==> src/rtl/alu_share_arbiter.sv <==
// rtl/alu_share_arbiter.sv - round-robin arbiter sharing one external 32-bit ALU between NUM_REQ requesters
module alu_share_arbiter #(
    parameter int  NUM_REQ = 2,
    localparam int ID_W    = $clog2(NUM_REQ)
) (
    input  logic                  clk,
    input  logic                  rst,
    input  logic [NUM_REQ-1:0]    req_valid,
    output logic [NUM_REQ-1:0]    req_ready,
    input  logic [32*NUM_REQ-1:0] req_src1,
    input  logic [32*NUM_REQ-1:0] req_src2,
    input  logic [4*NUM_REQ-1:0]  req_ctrl,
    input  logic [3*NUM_REQ-1:0]  req_bonus,
    output logic                  alu_rst_n,
    output logic [31:0]           alu_src1,
    output logic [31:0]           alu_src2,
    output logic [3:0]            alu_ctrl,
    output logic [2:0]            alu_bonus,
    input  logic [31:0]           alu_result,
    input  logic                  alu_zero,
    input  logic                  alu_cout,
    input  logic                  alu_overflow,
    output logic                  rsp_valid,
    input  logic                  rsp_ready,
    output logic [ID_W-1:0]       rsp_id,
    output logic [31:0]           rsp_result,
    output logic [2:0]            rsp_flags,
    output logic                  rsp_err
);

    typedef enum logic [1:0] {IDLE, EXEC, RESP} state_t;

    state_t            r_state;
    logic [ID_W-1:0]   r_ptr;
    logic              r_bad;
    logic [31:0]       r_alu_src1;
    logic [31:0]       r_alu_src2;
    logic [3:0]        r_alu_ctrl;
    logic [2:0]        r_alu_bonus;
    logic              r_rsp_valid;
    logic [ID_W-1:0]   r_rsp_id;
    logic [31:0]       r_rsp_result;
    logic [2:0]        r_rsp_flags;
    logic              r_rsp_err;

    logic              w_found;
    logic [ID_W-1:0]   w_idx;
    logic [ID_W:0]     w_sum;
    logic [ID_W-1:0]   w_ptr_nxt;
    logic [31:0]       w_src1;
    logic [31:0]       w_src2;
    logic [3:0]        w_ctrl;
    logic [2:0]        w_bonus;
    logic              w_legal;

    function automatic logic f_legal(input logic [3:0] c, input logic [2:0] b);
        case (c)
            4'b0000, 4'b0001, 4'b0010, 4'b0110, 4'b1100, 4'b1101: f_legal = 1'b1;
            4'b0111: f_legal = (b != 3'b101) && (b != 3'b111);
            default: f_legal = 1'b0;
        endcase
    endfunction

    // Walk downward from the farthest offset so the nearest valid index after ptr wins.
    always_comb begin
        w_found = 1'b0;
        w_idx   = '0;
        w_sum   = '0;
        for (int k = NUM_REQ - 1; k >= 0; k--) begin
            w_sum = {1'b0, r_ptr} + (ID_W+1)'(k);
            if (w_sum >= (ID_W+1)'(NUM_REQ))
                w_sum = w_sum - (ID_W+1)'(NUM_REQ);
            if (req_valid[w_sum[ID_W-1:0]]) begin
                w_found = 1'b1;
                w_idx   = w_sum[ID_W-1:0];
            end
        end
    end

    always_comb begin
        req_ready = '0;
        if (r_state == IDLE && w_found)
            req_ready[w_idx] = 1'b1;
    end

    assign w_ptr_nxt = (w_idx == ID_W'(NUM_REQ - 1)) ? '0 : w_idx + 1'b1;
    assign w_src1    = req_src1[w_idx*32 +: 32];
    assign w_src2    = req_src2[w_idx*32 +: 32];
    assign w_ctrl    = req_ctrl[w_idx*4 +: 4];
    assign w_bonus   = req_bonus[w_idx*3 +: 3];
    assign w_legal   = f_legal(w_ctrl, w_bonus);

    always_ff @(posedge clk or posedge rst) begin
        if (rst) begin
            r_state      <= IDLE;
            r_ptr        <= '0;
            r_bad        <= 1'b0;
            r_alu_src1   <= '0;
            r_alu_src2   <= '0;
            r_alu_ctrl   <= '0;
            r_alu_bonus  <= '0;
            r_rsp_valid  <= 1'b0;
            r_rsp_id     <= '0;
            r_rsp_result <= '0;
            r_rsp_flags  <= '0;
            r_rsp_err    <= 1'b0;
        end else begin
            case (r_state)
                IDLE: begin
                    if (w_found) begin
                        // Illegal codes leave the ALU inputs untouched.
                        if (w_legal) begin
                            r_alu_src1  <= w_src1;
                            r_alu_src2  <= w_src2;
                            r_alu_ctrl  <= w_ctrl;
                            r_alu_bonus <= w_bonus;
                        end
                        r_bad    <= ~w_legal;
                        r_rsp_id <= w_idx;
                        r_ptr    <= w_ptr_nxt;
                        r_state  <= EXEC;
                    end
                end
                EXEC: begin
                    if (r_bad) begin
                        r_rsp_result <= '0;
                        r_rsp_flags  <= '0;
                        r_rsp_err    <= 1'b1;
                    end else begin
                        r_rsp_result <= alu_result;
                        r_rsp_flags  <= {alu_overflow, alu_cout, alu_zero};
                        r_rsp_err    <= 1'b0;
                    end
                    r_rsp_valid <= 1'b1;
                    r_state     <= RESP;
                end
                RESP: begin
                    if (rsp_ready) begin
                        r_rsp_valid <= 1'b0;
                        r_state     <= IDLE;
                    end
                end
                default: r_state <= IDLE;
            endcase
        end
    end

    assign alu_rst_n  = ~rst;
    assign alu_src1   = r_alu_src1;
    assign alu_src2   = r_alu_src2;
    assign alu_ctrl   = r_alu_ctrl;
    assign alu_bonus  = r_alu_bonus;
    assign rsp_valid  = r_rsp_valid;
    assign rsp_id     = r_rsp_id;
    assign rsp_result = r_rsp_result;
    assign rsp_flags  = r_rsp_flags;
    assign rsp_err    = r_rsp_err;

endmodule
==> config.mk <==
export PLATFORM = sky130hd
export DESIGN_NAME = alu_share_arbiter
export DESIGN_NICKNAME = d
export VERILOG_FILES = /design/src/rtl/alu_share_arbiter.sv
export SDC_FILE = /design/constraint.sdc
export NUM_CORES = 1
export LEC_CHECK = 0
export CORE_MARGIN = 5
export CORE_UTILIZATION = 42
export CTS_CLUSTER_SIZE = 28
export DETAILED_ROUTE_END_ITERATION = 6
export PLACE_DENSITY = 0.95
export SETUP_SLACK_MARGIN = 0.3
export SYNTH_ARGS = -nofsm -noshare
export SYNTH_HDL_FRONTEND = slang
export SYNTH_SLANG_ARGS = --single-unit
==> constraint.sdc <==
create_clock -name clk -period 8.3 [get_ports clk]
set_clock_uncertainty 0.2 [all_clocks]
set_input_delay 1.66 -clock clk [delete_from_list [all_inputs] [get_ports clk]]
set_output_delay 1.66 -clock clk [all_outputs]
set_load 0.01 [all_outputs]
Word-level counts from Yosys, hierarchy flattened
Index checks and enable logic that the tools add are counted.
Storage, ports and cells
  register bits after elaboration: 113
  logic and storage cells: 75
Cells by class
  reductions and logical operators: 11
  multiplexer cells: 23
  equality and inequality tests: 12
  $mul: 1
  $lt $le $gt $ge: 6
  add/sub/neg operators: 4
  bitwise gates (word level): 2
  shift operators: 4
Operator list (count)
  $shiftx A64 B7 Y32: 2
  $mux W32: 1
  $mux W1: 14
  $eq A4 B3 Y1 const B: 2
  $eq A4 B4 Y1 const B: 2
  $shiftx A8 B4 Y4: 1
  $lt A1 B2 Y1 const B: 3
  $mux W2: 3
  $ne A3 B3 Y1 const B: 2
  $pmux W2 S3: 1
  $reduce_and A2 Y1: 3
  $reduce_or A6 Y1: 1
  $shiftx A6 B4 Y3: 1
  $eq A4 B1 Y1 const B: 1
  $eq A4 B2 Y1 const B: 1
  $logic_not A4 Y1: 1
  $ne A2 B2 Y1 const B: 2
  $pmux W1 S2: 2
  $logic_and A1 B1 Y1: 3
  $mul A1 B2 Y3 const B: 1
  $mux W3: 1
  $reduce_and A3 Y1: 1
  $add A1 B1 Y2 const B: 1
  $eq A2 B1 Y1 const B: 1
  10 further kinds: 12

Logic depth before layout (Yosys ltp)
Gate-level depths: netlist (run 1).
  depth after elaboration: 13
  mapped depth: 7
  gate-level depth less buffers: 5

Worst setup path before layout (run 1)
OpenSTA, ideal clock, no wires.
  path kind: input to output
  from: input port rst
  to: output port alu_rst_n
  arrival: 4.043 ns
  stages: 1
  path buffers: 0
  slack: 2.397 ns
  path through: inv_1
Between the ends
  cells in the longest elaborated chain, start to end: 1
RTL lines
  start, declared: line 7  | input logic rst,
  $not A1 Y1: line 148  | assign alu_rst_n = ~rst;
  end, declared: line 14  | output logic alu_rst_n,
No other way between the ends.

Worst setup path in the final report (run 1)
  from: input port req_valid[0]
  to: output port req_ready[1]
Between the ends
  cells in the longest elaborated chain, start to end: 9
RTL lines
  start, declared: line 8  | input logic [NUM_REQ-1:0] req_valid,
  $mux W1 (not written as such) (2 in series): line 73  | if (req_valid[w_sum[ID_W-1:0]]) begin
  $mux W1 (2 in series): line 73
  $lt A1 B2 Y1 (not written as such) / $ge A1 B1 Y1 (equally long branches): line 83  | req_ready[w_idx] = 1'b1;
  $logic_and A1 B1 Y1 (not written as such): line 83
  $mux W1 (not written as such): line 83
  $demux W1 S1: line 83
  $mux W2 (*): line 82  | if (r_state == IDLE && w_found)
  end, declared: line 9  | output logic [NUM_REQ-1:0] req_ready,
Mark *: on every way between the ends. The rest lies on a longest branch, timed or not. The select of a mux whose other input is x is not followed.

==> flow_summary.json, run 1 <==
{
  "multi_input_area_um2": 2200,
  "peakVddDrop_mv": 0.200,
  "worstRegToRegCells": 6,
  "drt-total-wl_um": 18000,
  "track_usage_pct": 23.4,
  "required_ns": 6.44,
  "io_buffers": 293,
  "p_leak_nw": 3.62,
  "gp_congestion": 0.836,
  "p_per_area_nw_per_um2": 337,
  "intPower_mw": 1.92,
  "final_layout_size_suffix_gt1_share_pct": 8.98,
  "n_antenna_cell": 0,
  "drv_slew": 0,
  "antenna_left": 0,
  "core-area_um2": 12500,
  "setup_tns_ns": 0,
  "critPathKind": "in2out",
  "routed-wl-met2_um": 9010,
  "timing.fmax_ghz": 0.181,
  "num_vias": 5396,
  "yosys_register_bits": 113,
  "cts_root_buf": "clkbuf_16",
  "dp.cells": 1020,
  "regArea_um2": 2830,
  "chipWidth_um": 122,
  "first_iter_violations": 411,
  "pwr-share-clk_pct": 23.5,
  "start_util_pct": 42.3,
  "wl_per_cell_um": 17.1,
  "dpl.hpwl_um": 12900,
  "wl_met1_um": 6540,
  "syn_area_per_cell_um2": 8.95,
  "wl_met3_um": 1740,
  "instances_no_fill": 1052,
  "syn_nets": 774,
  "path_max_fanout": 73,
  "status": "finished clean",
  "p_seq_share_pct": 32.2,
  "top_layer_used": "met4",
  "cts_setup_buffers": 0,
  "postCtsHoldBufs": 0,
  "r2r_start": "r_ptr$_DFFE_PP0P_",
  "antenna_found_initial": 0,
  "ys_types": 36,
  "fp-row-count": 41,
  "cts_resized": 0,
  "grt_max_degree": 91,
  "ys_top_cells_by_area": "dfrtp_1, nand2_1, a31oi_1",
  "r2r_setup_slack_ns": 5.14,
  "whs_path_depth": 2,
  "whs_endpoint": "rsp_result[30]$_DFFE_PP0P_",
  "p_sw_share_pct": 35.4,
  "synth_top_area_share_pct": 53.4,
  "fill_cells": 944,
  "synth_area_um2": 5300,
  "ys_warn_count": 0,
  "drc": 0,
  "nNetsFinal": 1049,
  "yosysSeqAreaShare_pct": 53.4,
  "first_global_vias": 5338,
  "via_per_inst": 5.13,
  "worstPathArrival_ns": 3.66,
  "fp.dieH_um": 122,
  "p_comb_share_pct": 44.3,
  "htreeDepth": 4,
  "tritoncts": "built",
  "dr.pass1.iters": 6,
  "setup_viol": 0,
  "period_minus_slack_ns": 5.52,
  "cts_sinks": 113,
  "grt-ovfl-total": 0,
  "p_sw_mw": 1.05,
  "crit_path_end_kind": "output port",
  "r2r_end": "alu_src2[22]$_DFFE_PP0P_",
  "hold_viol": 0,
  "min_from": "rsp_result[30]$_DFFE_PP0P_",
  "synthCells": 592,
  "cts_buffers": 17,
  "rsz0062_at_grt": "no",
  "worst_slew_pin_slew_ns": 1.15,
  "slew_headroom_pct": 23.2,
  "yosysTopAreaCell": "dfrtp_1",
  "cts.reportedPaths.clkPinSlew_ns": 0.05,
  "cts_buffer_depth": 2,
  "maxCapViolCount": 0,
  "clock_latency_ns": 0.40,
  "start_kind": "input port",
  "grt_pass1_wl_um": 27000,
  "fin_crit_sh_pct": 66.5,
  "hold_path_class": "reg2reg",
  "pin_count": 294,
  "die_area_um2": 15000,
  "synthToLayoutAreaGrowth_pct": 65.9
}
## worst max-delay path by stage
stage	from	to	slack (ns)	depth (start not counted)
finish	req_valid[0]	req_ready[1]	2.78	6
global route	req_valid[0]	req_ready[1]	2.63	6
CTS	req_valid[0]	req_ready[1]	2.74	6
detailed placement	req_valid[0]	req_ready[1]	2.74	6
global placement	req_valid[0]	req_ready[1]	2.76	6
floorplan	rst	alu_rst_n	2.40	1
## layer usage
| metal | global-route usage, % | up-vias |
|---|---|---|
| met5 | 0 | - |
| met4 | 12.5 | 0 |
| met3 | 7.79 | 50 |
| met2 | 39.9 | 289 |
| met1 | 25.9 | 2517 |
| li1 | - | 2540 |
## synth_stat cells
library cell  number
xor2_1             1
buf_2              1
nand2b_1           3
nand3_1            4
clkbuf_1          25
a21o_1             1
xnor2_1            1
a32o_2             1
o21ai_0           39
nand2b_4           1
nand2_1          206
o211ai_1           1
o311ai_0           1
buf_6             13
a311o_1            2
o21a_1             1
nor2b_1            2
buf_4              1
nor2_1            55
a2111oi_4          1
dfrtp_1          113
buf_8              1
a21oi_1            9
o2111ai_1          1
o2bb2ai_1          1
a31oi_1           50
o21ai_1            1
nor3_1             2
nor4_1             1
nor2_2            20
o2111a_1           1
inv_2              1
inv_1              5
mux2i_1            7
a31oi_2           18
and2_1             1
## power by group through the flow
stage	combinational [mW]	clock, mW	sequential (mW)
2_1_floorplan	0.558	0	1.04
3_3_place_gp	1.27	0	0.949
3_5_place_dp	1.31	0	0.962
4_1_cts	1.33	0.706	0.958
5_1_grt	1.43	0.728	0.987
6_report	1.31	0.697	0.956
## cell type report
class | instances | area share, %
inverters | 6 | 0.285
clock buffers | 21 | 5.12
well taps | 172 | 2.45
repair buffers | 297 | 33.7
clock inverters | 11 | 1.29
multi-input cells | 432 | 25.0
flip-flops and latches | 113 | 32.2
## worst max-delay path: stages
cell	delay, ns
clkdlybuf4s50_1	0.55
nand2b_4	0.10
nand2_2	0.07
buf_4	0.60
nor2_1	0.15
clkdlybuf4s50_1	0.52
## registers in the layout, indices dropped and copies added, names as in the netlist
signal / count
alu_ctrl: 4
rsp_err: 1
rsp_flags: 3
alu_bonus: 3
r_bad: 1
r_ptr: 1
rsp_id: 1
rsp_result: 32
rsp_valid: 1
alu_src2: 32
r_state: 2
alu_src1: 32
## cells in the final DEF (no fill, tap or decap), types with 2 or more instances in the layout
cell type,instances
inv_1,4
a31oi_2,18
o21ai_0,39
nand3_1,4
buf_4,4
nand2_1,205
dfrtp_1,113
nor2_2,20
bufinv_16,2
nor2b_1,2
clkinvlp_4,2
nor2_1,55
clkdlybuf4s50_1,293
clkinv_2,6
nand2b_1,2
a311o_1,2
clkbuf_1,3
nor3_1,2
clkbuf_16,17
mux2i_1,7
a31oi_1,50
a21oi_1,9
## logic make-up (layout without fill, tap and decap cells)
group                     after synthesis  after routing  share of synthesized area [%]
DFF                                   113            113                           53.4
AOI/OAI and AO/OA                     128            128                           17.0
muxes                                   7              7                           1.32
buffers and inverters                  47            335                           5.48
xor gates and xnor gates                2              2                          0.331
and+or+nand+nor                       295            295                           22.5
## stage by stage
step | hold slack (ns) | setup slack, ns | power, mW | util [%] | cell area, um2
after floorplan | 0.267 | 2.40 | 1.60 | - | 5300
after global placement | 0.261 | 2.76 | 2.22 | 65.7 | 8230
after detailed placement | 0.269 | 2.74 | 2.28 | 65.7 | 8230
after CTS | 0.281 | 2.74 | 2.99 | 70.3 | 8790
after global routing | 0.301 | 2.63 | 3.14 | 70.3 | 8790
final | 0.277 | 2.78 | 2.97 | 70.3 | 8790
Power figures use the tool's default switching activity.
==> inputs of run 2 (changes only) <==
--- a/config.mk
+++ b/config.mk
@@ -6,10 +6,10 @@
 export NUM_CORES = 1
 export LEC_CHECK = 0
 export CORE_MARGIN = 5
-export CORE_UTILIZATION = 42
+export CORE_UTILIZATION = 35
 export CTS_CLUSTER_SIZE = 28
 export DETAILED_ROUTE_END_ITERATION = 6
-export PLACE_DENSITY = 0.95
+export PLACE_DENSITY = 0.88
 export SETUP_SLACK_MARGIN = 0.3
 export SYNTH_ARGS = -nofsm -noshare
 export SYNTH_HDL_FRONTEND = slang
==> constraint.sdc (replaced) <==
create_clock -name clk -period 5 [get_ports clk]
set_clock_uncertainty 0.2 [all_clocks]
set_input_delay 1 -clock clk [delete_from_list [all_inputs] [get_ports clk]]
set_output_delay 1 -clock clk [all_outputs]
set_load 0.01 [all_outputs]
==> flow_summary.json, run 2 (synthesis results as in run 1) <==
{
  "status": "finished clean",
  "pin_count": 294,
  "htreeDepth": 4,
  "start_kind": "input port",
  "crit_path_end_kind": "output port",
  "fp-row-count": 45,
  "place_ws_ns": 1.11,
  "grt-ovfl-total": 0,
  "drc": 0,
  "peakVddDrop_mv": 0.271,
  "die_area_um2": 17700,
  "io_buffers": 293,
  "path_cells": "clkdlybuf4s50_1 > nand2b_4 > a2111oi_4 > clkdlybuf4s50_1",
  "final_cell_mix": "clkdlybuf4s50_1, nand2_1, dfrtp_1",
  "dpl.hpwl_um": 12600,
  "antenna_found_initial": 0,
  "rsz0062_at_grt": "no",
  "cts_sinks": 113,
  "fp.dieH_um": 133,
  "crit_path_top_delay_cell": "clkdlybuf4s50_1",
  "fill_cells": 1243,
  "dr.pass1.iters": 5,
  "antenna_left": 0,
  "drt-total-wl_um": 17200,
  "cp_top_family": "buffers and inverters",
  "worstPathArrival_ns": 2.69,
  "cts_root_buf": "clkbuf_16",
  "hold_viol": 0,
  "setup_tns_ns": 0,
  "critPathKind": "in2out",
  "final_common_cell": "clkdlybuf4s50_1",
  "num_vias": 5136,
  "setup_viol": 0,
  "grt_max_degree": 97,
  "setup_ws_ns": 1.11,
  "path_max_fanout": 4,
  "dp.cells": 1038,
  "slew_headroom_pct": 24.4,
  "hold_path_class": "reg2reg",
  "period_minus_slack_ns": 3.89,
  "placed_cell_area_um2": 8280,
  "clock_latency_ns": 0.41,
  "p_per_area_nw_per_um2": 560,
  "cts.reportedPaths.clkPinSlew_ns": 0.05,
  "chipWidth_um": 133,
  "track_usage_pct": 19.0,
  "gp_congestion": 0.866,
  "cts_buffer_depth": 2,
  "slowest_delay_ns": 0.61,
  "instances_no_fill": 1070,
  "first_global_vias": 5137,
  "maxCapViolCount": 0,
  "wl_per_cell_um": 16.1,
  "drv_slew": 0,
  "cts_setup_buffers": 0,
  "synthToLayoutAreaGrowth_pct": 67.6,
  "p_leak_nw": 3.65,
  "fin_crit_sh_pct": 77.7,
  "cts_buffers": 17,
  "tritoncts": "built",
  "required_ns": 3.80,
  "postCtsHoldBufs": 0,
  "via_per_inst": 4.80,
  "worst_slew_pin_slew_ns": 1.13,
  "nNetsFinal": 1051,
  "timing.fmax_ghz": 0.257,
  "final_cell_area_um2": 8880,
  "core-area_um2": 15000,
  "cts_resized": 0,
  "crit_path_frequent_cell": "clkdlybuf4s50_1",
  "final_layout_size_suffix_gt1_share_pct": 9.41,
  "start_util_pct": 35.3,
  "grt_pass1_wl_um": 26600,
  "crit_buf_inv": 2,
  "n_antenna_cell": 0,
  "first_iter_violations": 308
}
## run 2: cell count changes in the layout (fill, tap and decap cells not counted), sizes merged
cell	previous run	this run
clkinvlp	2	3
clkbuf	21	19
buf	4	6
bufinv	2	3
## run 2: stage by stage
stage               hold slack, ns  power, mW  utilization, %
global placement             0.262       3.71            55.1
CTS                          0.281       5.03            59.1
finish                       0.276       4.97            59.1
floorplan                    0.267       2.66               -
detailed placement           0.269       3.78            55.1
global route                 0.300       5.29            59.1
## run 2: metal layers
layer | routed length (um) | global-route usage, % | vias up | part of all wire, %
met5 | 0 | 0 | - | 0
met4 | 456 | 7.62 | 0 | 2.7
met3 | 1400 | 6.69 | 34 | 8.2
met2 | 8530 | 32.7 | 219 | 50
met1 | 6790 | 21.5 | 2347 | 40
li1 | - | - | 2536 | -
## run 2: layout make-up
cell class | instances | area, um2 | share of cell area [%]
multi-input cells | 432 | 2200 | 24.7
well taps | 188 | 235 | 2.65
inverters | 6 | 25.0 | 0.282
repair buffers | 299 | 2990 | 33.7
clock inverters | 13 | 163 | 1.83
clock buffers | 19 | 443 | 4.99
flip-flops and latches | 113 | 2830 | 31.8
## run 2: worst reg2reg max path: stages (launching register included)
cell and delay [ns]:
dfrtp_1 0.38, nand2b_4 0.17, a2111oi_4 0.44, a32o_4 0.48, buf_12 0.42, nor2_1 0.16, a31oi_1 0.19
## run 2: where the power goes
part,switching [mW],internal (mW)
Combinational,1.04,1.13
Sequential,0.249,1.32
Clock,0.431,0.796
Total,1.72,3.25
## run 2: path summary, 6_finish.rpt
path	from	endpoint	slack, ns	cells after the start
worst min-delay path	rsp_result[15]$_DFFE_PP0P_	rsp_result[15]$_DFFE_PP0P_	0.28	2
min in group asynchronous	rst	alu_src2[22]$_DFFE_PP0P_	0.78	2
worst min register to register	rsp_result[15]$_DFFE_PP0P_	rsp_result[15]$_DFFE_PP0P_	0.28	2
worst max-delay path	req_valid[0]	req_ready[0]	1.11	4
worst max register to register	r_ptr$_DFFE_PP0P_	alu_src2[14]$_DFFE_PP0P_	2.46	6
max in group asynchronous	rst	alu_src1[1]$_DFFE_PP0P_	2.41	3
